[src/rtl/pdm_pkg.sv]
// Shared widths, types and helpers for the PDM transmit path.
package pdm_pkg;

  localparam int unsigned PDM_ACC_GUARD = 4;
  localparam int unsigned PDM_SAMPLE_W  = 16;
  localparam int unsigned PDM_SAT_W     = 64;

  typedef logic signed [PDM_SAMPLE_W-1:0] pcm_t;

  // Bit-clock divider: integer floor of the frequency ratio.
  function automatic int unsigned pdm_div(input longint unsigned in_freq,
                                          input longint unsigned pdm_freq);
    return 32'(in_freq / pdm_freq);
  endfunction

  // Symmetric saturation to +/-(2^(acc_w-1)-1), computed on a wide signed value.
  function automatic logic signed [PDM_SAT_W-1:0] sat_acc(input logic signed [PDM_SAT_W-1:0] v,
                                                          input int unsigned acc_w);
    logic signed [PDM_SAT_W-1:0] lim;
    lim = (64'sd1 <<< (acc_w - 32'd1)) - 64'sd1;
    if (v > lim) return lim;
    if (v < -lim) return -lim;
    return v;
  endfunction

endpackage

[src/rtl/pdm_sd_mod2.sv]
// Second-order sigma-delta modulator: two saturating integrators, 1-bit quantiser.
module pdm_sd_mod2
  import pdm_pkg::*;
#(
  parameter int unsigned SAMPLE_W = PDM_SAMPLE_W
) (
  input  logic                       clk,
  input  logic                       rst,
  input  logic                       step,
  input  logic signed [SAMPLE_W-1:0] x,
  output logic                       bit_out
);

  localparam int unsigned ACC_W = SAMPLE_W + PDM_ACC_GUARD;
  localparam logic signed [PDM_SAT_W-1:0] FS = 64'sd1 <<< (SAMPLE_W - 1);

  logic signed [ACC_W-1:0]     i1_q, i1_d;
  logic signed [ACC_W-1:0]     i2_q, i2_d;
  logic                        bit_q, bit_d;
  logic signed [PDM_SAT_W-1:0] fb;

  // Loop update; the feedback is the bit currently on the line.
  always_comb begin
    i1_d  = i1_q;
    i2_d  = i2_q;
    bit_d = bit_q;
    fb    = bit_q ? FS : -FS;
    if (step) begin
      i1_d  = ACC_W'(sat_acc(PDM_SAT_W'(i1_q) + PDM_SAT_W'(x) - fb, ACC_W));
      i2_d  = ACC_W'(sat_acc(PDM_SAT_W'(i2_q) + PDM_SAT_W'(i1_d) - fb, ACC_W));
      bit_d = ~i2_d[ACC_W-1];
    end
  end

  always_ff @(posedge clk) begin
    if (rst) begin
      i1_q  <= '0;
      i2_q  <= '0;
      bit_q <= 1'b0;
    end else begin
      i1_q  <= i1_d;
      i2_q  <= i2_d;
      bit_q <= bit_d;
    end
  end

  assign bit_out = bit_q;

endmodule

[src/rtl/pdm_audio_out.sv]
// PDM transmitter: PCM valid/ready intake, 1-deep sample buffer, bit-clock divider
// and a second-order sigma-delta modulator driving PDM_DATA.
module pdm_audio_out
  import pdm_pkg::*;
#(
  parameter longint unsigned INPUT_FREQ = 100000000,
  parameter longint unsigned PDM_FREQ   = 2400000,
  parameter int unsigned     SAMPLE_W   = PDM_SAMPLE_W,
  parameter int unsigned     OSR        = 50
) (
  input  logic                       clk,
  input  logic                       rst,
  input  logic signed [SAMPLE_W-1:0] s_pcm_tdata,
  input  logic                       s_pcm_tvalid,
  output logic                       s_pcm_tready,
  output logic                       underflow,
  output logic                       PDM_CLK,
  output logic                       PDM_DATA
);

  localparam int unsigned DIV   = pdm_div(INPUT_FREQ, PDM_FREQ);
  localparam int unsigned HALF  = DIV / 2;
  localparam int unsigned CNT_W = $clog2(DIV);
  localparam int unsigned BIT_W = $clog2(OSR);

  logic [CNT_W-1:0]           clk_cnt_q, clk_cnt_d;
  logic [BIT_W-1:0]           bit_cnt_q, bit_cnt_d;
  logic                       pdm_clk_q, pdm_clk_d;
  logic signed [SAMPLE_W-1:0] cur_q, cur_d;
  logic signed [SAMPLE_W-1:0] nxt_q, nxt_d;
  logic                       nxt_full_q, nxt_full_d;
  logic                       tready_q, tready_d;
  logic                       uf_q, uf_d;
  logic                       fall_tick_c;
  logic                       boundary_c;
  logic                       hs_c;

  // Divider, bit counter and sample buffer next-state.
  always_comb begin
    bit_cnt_d  = bit_cnt_q;
    cur_d      = cur_q;
    nxt_d      = nxt_q;
    nxt_full_d = nxt_full_q;
    uf_d       = 1'b0;

    clk_cnt_d   = (clk_cnt_q == CNT_W'(DIV - 1)) ? '0 : clk_cnt_q + CNT_W'(1);
    pdm_clk_d   = (clk_cnt_d < CNT_W'(HALF));
    fall_tick_c = (clk_cnt_q == CNT_W'(HALF - 1));
    boundary_c  = fall_tick_c && (bit_cnt_q == BIT_W'(OSR - 1));
    hs_c        = s_pcm_tvalid && tready_q;

    if (fall_tick_c) begin
      bit_cnt_d = boundary_c ? '0 : bit_cnt_q + BIT_W'(1);
    end

    // At a boundary the buffered sample wins; an empty buffer takes a same-cycle
    // handshake straight through, otherwise the stream mutes and flags underflow.
    if (boundary_c) begin
      if (nxt_full_q) begin
        cur_d      = nxt_q;
        nxt_full_d = 1'b0;
      end else if (hs_c) begin
        cur_d = s_pcm_tdata;
      end else begin
        cur_d = '0;
        uf_d  = 1'b1;
      end
    end else if (hs_c) begin
      nxt_d      = s_pcm_tdata;
      nxt_full_d = 1'b1;
    end

    tready_d = !nxt_full_d;
  end

  always_ff @(posedge clk) begin
    if (rst) begin
      clk_cnt_q  <= '0;
      bit_cnt_q  <= '0;
      pdm_clk_q  <= 1'b0;
      cur_q      <= '0;
      nxt_q      <= '0;
      nxt_full_q <= 1'b0;
      tready_q   <= 1'b0;
      uf_q       <= 1'b0;
    end else begin
      clk_cnt_q  <= clk_cnt_d;
      bit_cnt_q  <= bit_cnt_d;
      pdm_clk_q  <= pdm_clk_d;
      cur_q      <= cur_d;
      nxt_q      <= nxt_d;
      nxt_full_q <= nxt_full_d;
      tready_q   <= tready_d;
      uf_q       <= uf_d;
    end
  end

  // The modulator steps on the edge that drops PDM_CLK, so PDM_DATA is stable while high.
  pdm_sd_mod2 #(
    .SAMPLE_W(SAMPLE_W)
  ) u_mod (
    .clk    (clk),
    .rst    (rst),
    .step   (fall_tick_c),
    .x      (cur_q),
    .bit_out(PDM_DATA)
  );

  assign PDM_CLK      = pdm_clk_q;
  assign s_pcm_tready = tready_q;
  assign underflow    = uf_q;

endmodule

[config.mk]
export PLATFORM = sky130hd
export DESIGN_NAME = pdm_audio_out
export DESIGN_NICKNAME = d
export VERILOG_FILES = /design/src/rtl/pdm_pkg.sv /design/src/rtl/pdm_sd_mod2.sv /design/src/rtl/pdm_audio_out.sv
export SDC_FILE = /design/constraint.sdc
export NUM_CORES = 1
export LEC_CHECK = 0
export ABC_AREA = 1
export CAP_MARGIN = 20
export CORE_MARGIN = 10
export CORE_UTILIZATION = 25
export CTS_BUF_LIST = sky130_fd_sc_hd__clkbuf_2 sky130_fd_sc_hd__clkbuf_4 sky130_fd_sc_hd__clkbuf_8
export DETAILED_ROUTE_END_ITERATION = 8
export SLEW_MARGIN = 5
export SYNTH_ARGS = -nofsm -noshare
export SYNTH_HDL_FRONTEND = slang
export SYNTH_SLANG_ARGS = --single-unit
[constraint.sdc]
create_clock -name clk -period 9.9 [get_ports clk]
set_input_delay 1.98 -clock clk [delete_from_list [all_inputs] [get_ports clk]]
set_output_delay 1.98 -clock clk [all_outputs]
set_load 0.05 [all_outputs]
==> metrics.md <==
| Metric | Value |
|---|---|
| Core area | 34630 sq um |
| Maximum VDD drop | 60.33 uV |
| Largest net degree at the start of global routing | 52 |
| Top cells by area, synth | dfxtp_1, nand2_1, inv_1, ha_1, fa_1 |
| All-layer global routing usage | 10.04% |
| CP max stage delay | 0.58 ns |
| CTS tree | yes |
| Endpoints failing hold | 0 |
| Crit-path slowest cell | fa_1 |
| Clk_skew | 0.01631 ns |
| Crit Path Category | flop to flop |
| Row count | 68 |
| Setup crit end kind | flop |
| Port bufs | 22 |
| I/O Pins | 23 |
| Synth area leader | dfxtp_1 |
| Max clock buf depth | 2 |
| DP Worst Slack | 1.230 ns |
| H-tree depth | 3 |
| Area of the multi-input gates | 5660 sq um |
| Synthesized flop and latch total | 89 |
| Unrepaired setup endpoints after global routing | false |
| Clk root buf | clkbuf_8 |
| Synth warnings | 0 |
| Crit start category | flop |
| Starting DRT DRC Count | 535 |
| Worst Hold Class | flop to flop |
| Clock-pin slew on the worst setup and hold paths | 0.09 ns |
| Worst Path Max Fanout | 37 |
| Starting Density | 25.40% |
| Final min period | 8.679 ns |
| Clk Latency, worst-skew pair | 0.39 ns |
| Post-CTS Resized | 0 |
| Die Wd | 207.6 microns |
| Layout cells sized above 1 | 7.484% |
| Grt ovf | 0 |
| Buf/Inv on CP | 5 |
| Detail Route Antenna Nets | 0 |
| Clock sinks | 89 |
| Drt pass-1 iters | 5 |
| Post-Route Setup TNS | 0 ns |
| Post-CTS setup buffer count | 0 |
| Synth top area share | 20.26% |
| First-pass GRT wire length | 37290 microns |
| DR vias/cell | 4.415 |
| ANT cells | 0 |
| Cells after synthesis | 1391 |
| Via count | 8203 |
| Fin nets | 1526 |
| Die area | 43090 sq um |
| Max cap viols | 0 |
| P_leak | 5.189 nW |
| TritonCTS buffer count | 9 |
| Slew headroom | 49.71% |
| Area growth syn-to-layout | 10.26% |
| Vias in the first global route | 7885 |
| Status | finished clean |
| Sequential area share after synthesis | 20.26% |
| Slew @ Worst Pin | 0.7525 ns |
| Fraction of registers with async set/reset | 0% |
| Critical path required time | 10.19 ns |
| CP Data Arrival Time | 8.97 ns |
| # setup viols final | 0 |
| DP Wirelength | 17180 microns |
| Post-route setup slack | 1.221 ns |
| Fin crit share | 87.67% |
| DR DRC count | 0 |
| Pwr dens | 72.27 nW/um^2 |
| Avg Inst Size Synth | 6.323 sq um |
| Register area | 1782 sq um |
| Synthesized area | 8796 sq um |
| Slew Viols, Final | 0 |
| Filler instances | 3791 |
| Ys flop type | dfxtp_1 |
| Routed WL | 21550 microns |
| Max Clk Rate | 115.2 MHz |
| Post-synth EDFFs | 0 |
| Initial antenna violation count | 0 |
| Hold Buf Count CTS | 0 |
| GPL Wtd Cong | 0.8981 |
| Die Span Y | 207.6 microns |
| Crit-path leading delay family | adder cells |
| Syn Nets | 1518 |
| Finished Cell Area | 9698 sq um |
| Routed WL per cell | 11.60 microns |
| Placed Area | 9459 sq um |
| Post-synth cell types | 45 |
[where the power goes]
group / switching [mW] / total (mW) / internal, mW
combinational: 0.0261 / 0.0427 / 0.0166
clock: 0.139 / 0.289 / 0.150
sequential: 0.00486 / 0.369 / 0.364
total: 0.170 / 0.701 / 0.531
[per-stage QoR]
step	total power [mW]	std cells	hold WS (ns)	utilization (%)
floorplan	0.4021	1391	0.4300	-
global placement	0.4192	1842	0.4420	27.32
detailed placement	0.4198	1842	0.4495	27.32
CTS	0.7121	1857	0.4699	27.96
global route	0.7341	1858	0.5063	28.01
finish	0.7009	1858	0.4692	28.01
[synth_stat cells (7+ instances only)]
master      n
nor4_1     11
xnor2_1     7
clkbuf_1   20
o22ai_1    15
inv_1     310
a21oi_1    92
nand2_1   338
inv_2       7
nor2_1    131
nand3b_1   12
nand3_2     8
ha_1       76
o21ai_0    46
fa_1       32
nor3_1     14
nand3_1    62
nand2_2    35
dfxtp_1    89
nand4_1    21
a21oi_2    13
[metal layers]
metal	track usage, %	vias up	share of wire [%]	wire length, microns
met3	1.309	20	2.5	528
met2	16.89	96	47	10150
li1	-	4325	-	-
met5	0	-	0	0
met4	2.985	0	1.7	356
met1	13.04	3762	49	10510
[placed cells by master, fill, tap and decap left out, types with 7 or more instances in the layout]
cell type          n
nor2_1           131
inv_1            310
nand4_1           21
a21oi_1           92
nand3b_1          12
nand2_1          338
nand3_1           62
inv_2              7
ha_1              76
o21ai_0           46
nand3_2            8
clkbuf_8          10
clkdlybuf4s50_1   22
nor3_1            14
fa_1              32
nor4_1            11
a21oi_2           13
dfxtp_1           89
xnor2_1            7
nand2_2           35
o22ai_1           15
[worst paths after layout]
kind | start | slack, ns | depth (start not counted) | endpoint
hold / removal | clk_cnt_q[0] | 0.47 | 1 | clk_cnt_q[0]
hold reg to reg | clk_cnt_q[0] | 0.47 | 1 | clk_cnt_q[0]
setup reg to reg | u_mod.bit_out | 1.22 | 37 | u_mod.i2_q[0]
setup / recovery | u_mod.bit_out | 1.22 | 37 | u_mod.i2_q[0]
[final cells by class]
| class | instances | share of cell area, % |
|---|---|---|
| multi-input cells | 954 | 58.37 |
| flip-flops and latches | 89 | 18.37 |
| inverters | 317 | 12.27 |
| well taps | 455 | 5.870 |
| repair buffers | 28 | 2.813 |
| clock buffers | 10 | 1.419 |
| clock inverters | 5 | 0.8902 |
[cells by family (layout without fill, tap and decap cells)]
logic type,Yosys count,after routing,synth area share (%)
xor gates and xnor gates,13,13,1.294
and+or+nand+nor,653,653,33.30
buffers and inverters,348,360,15.49
DFF,89,89,20.26
AOI/OAI and AO/OA,180,180,11.56
adders and majority gates,108,108,18.09
[registers in the layout, summed over array words and instances, names as in the netlist]
signal         flops
u_mod.bit_out      1
u_mod.i1_q        20
underflow          1
s_pcm_tready       1
PDM_CLK            1
nxt_full_q         1
u_mod.i2_q        20
cur_q             16
clk_cnt_q          6
bit_cnt_q          6
nxt_q             16
No activity file was read; power rests on OpenSTA's default activity.
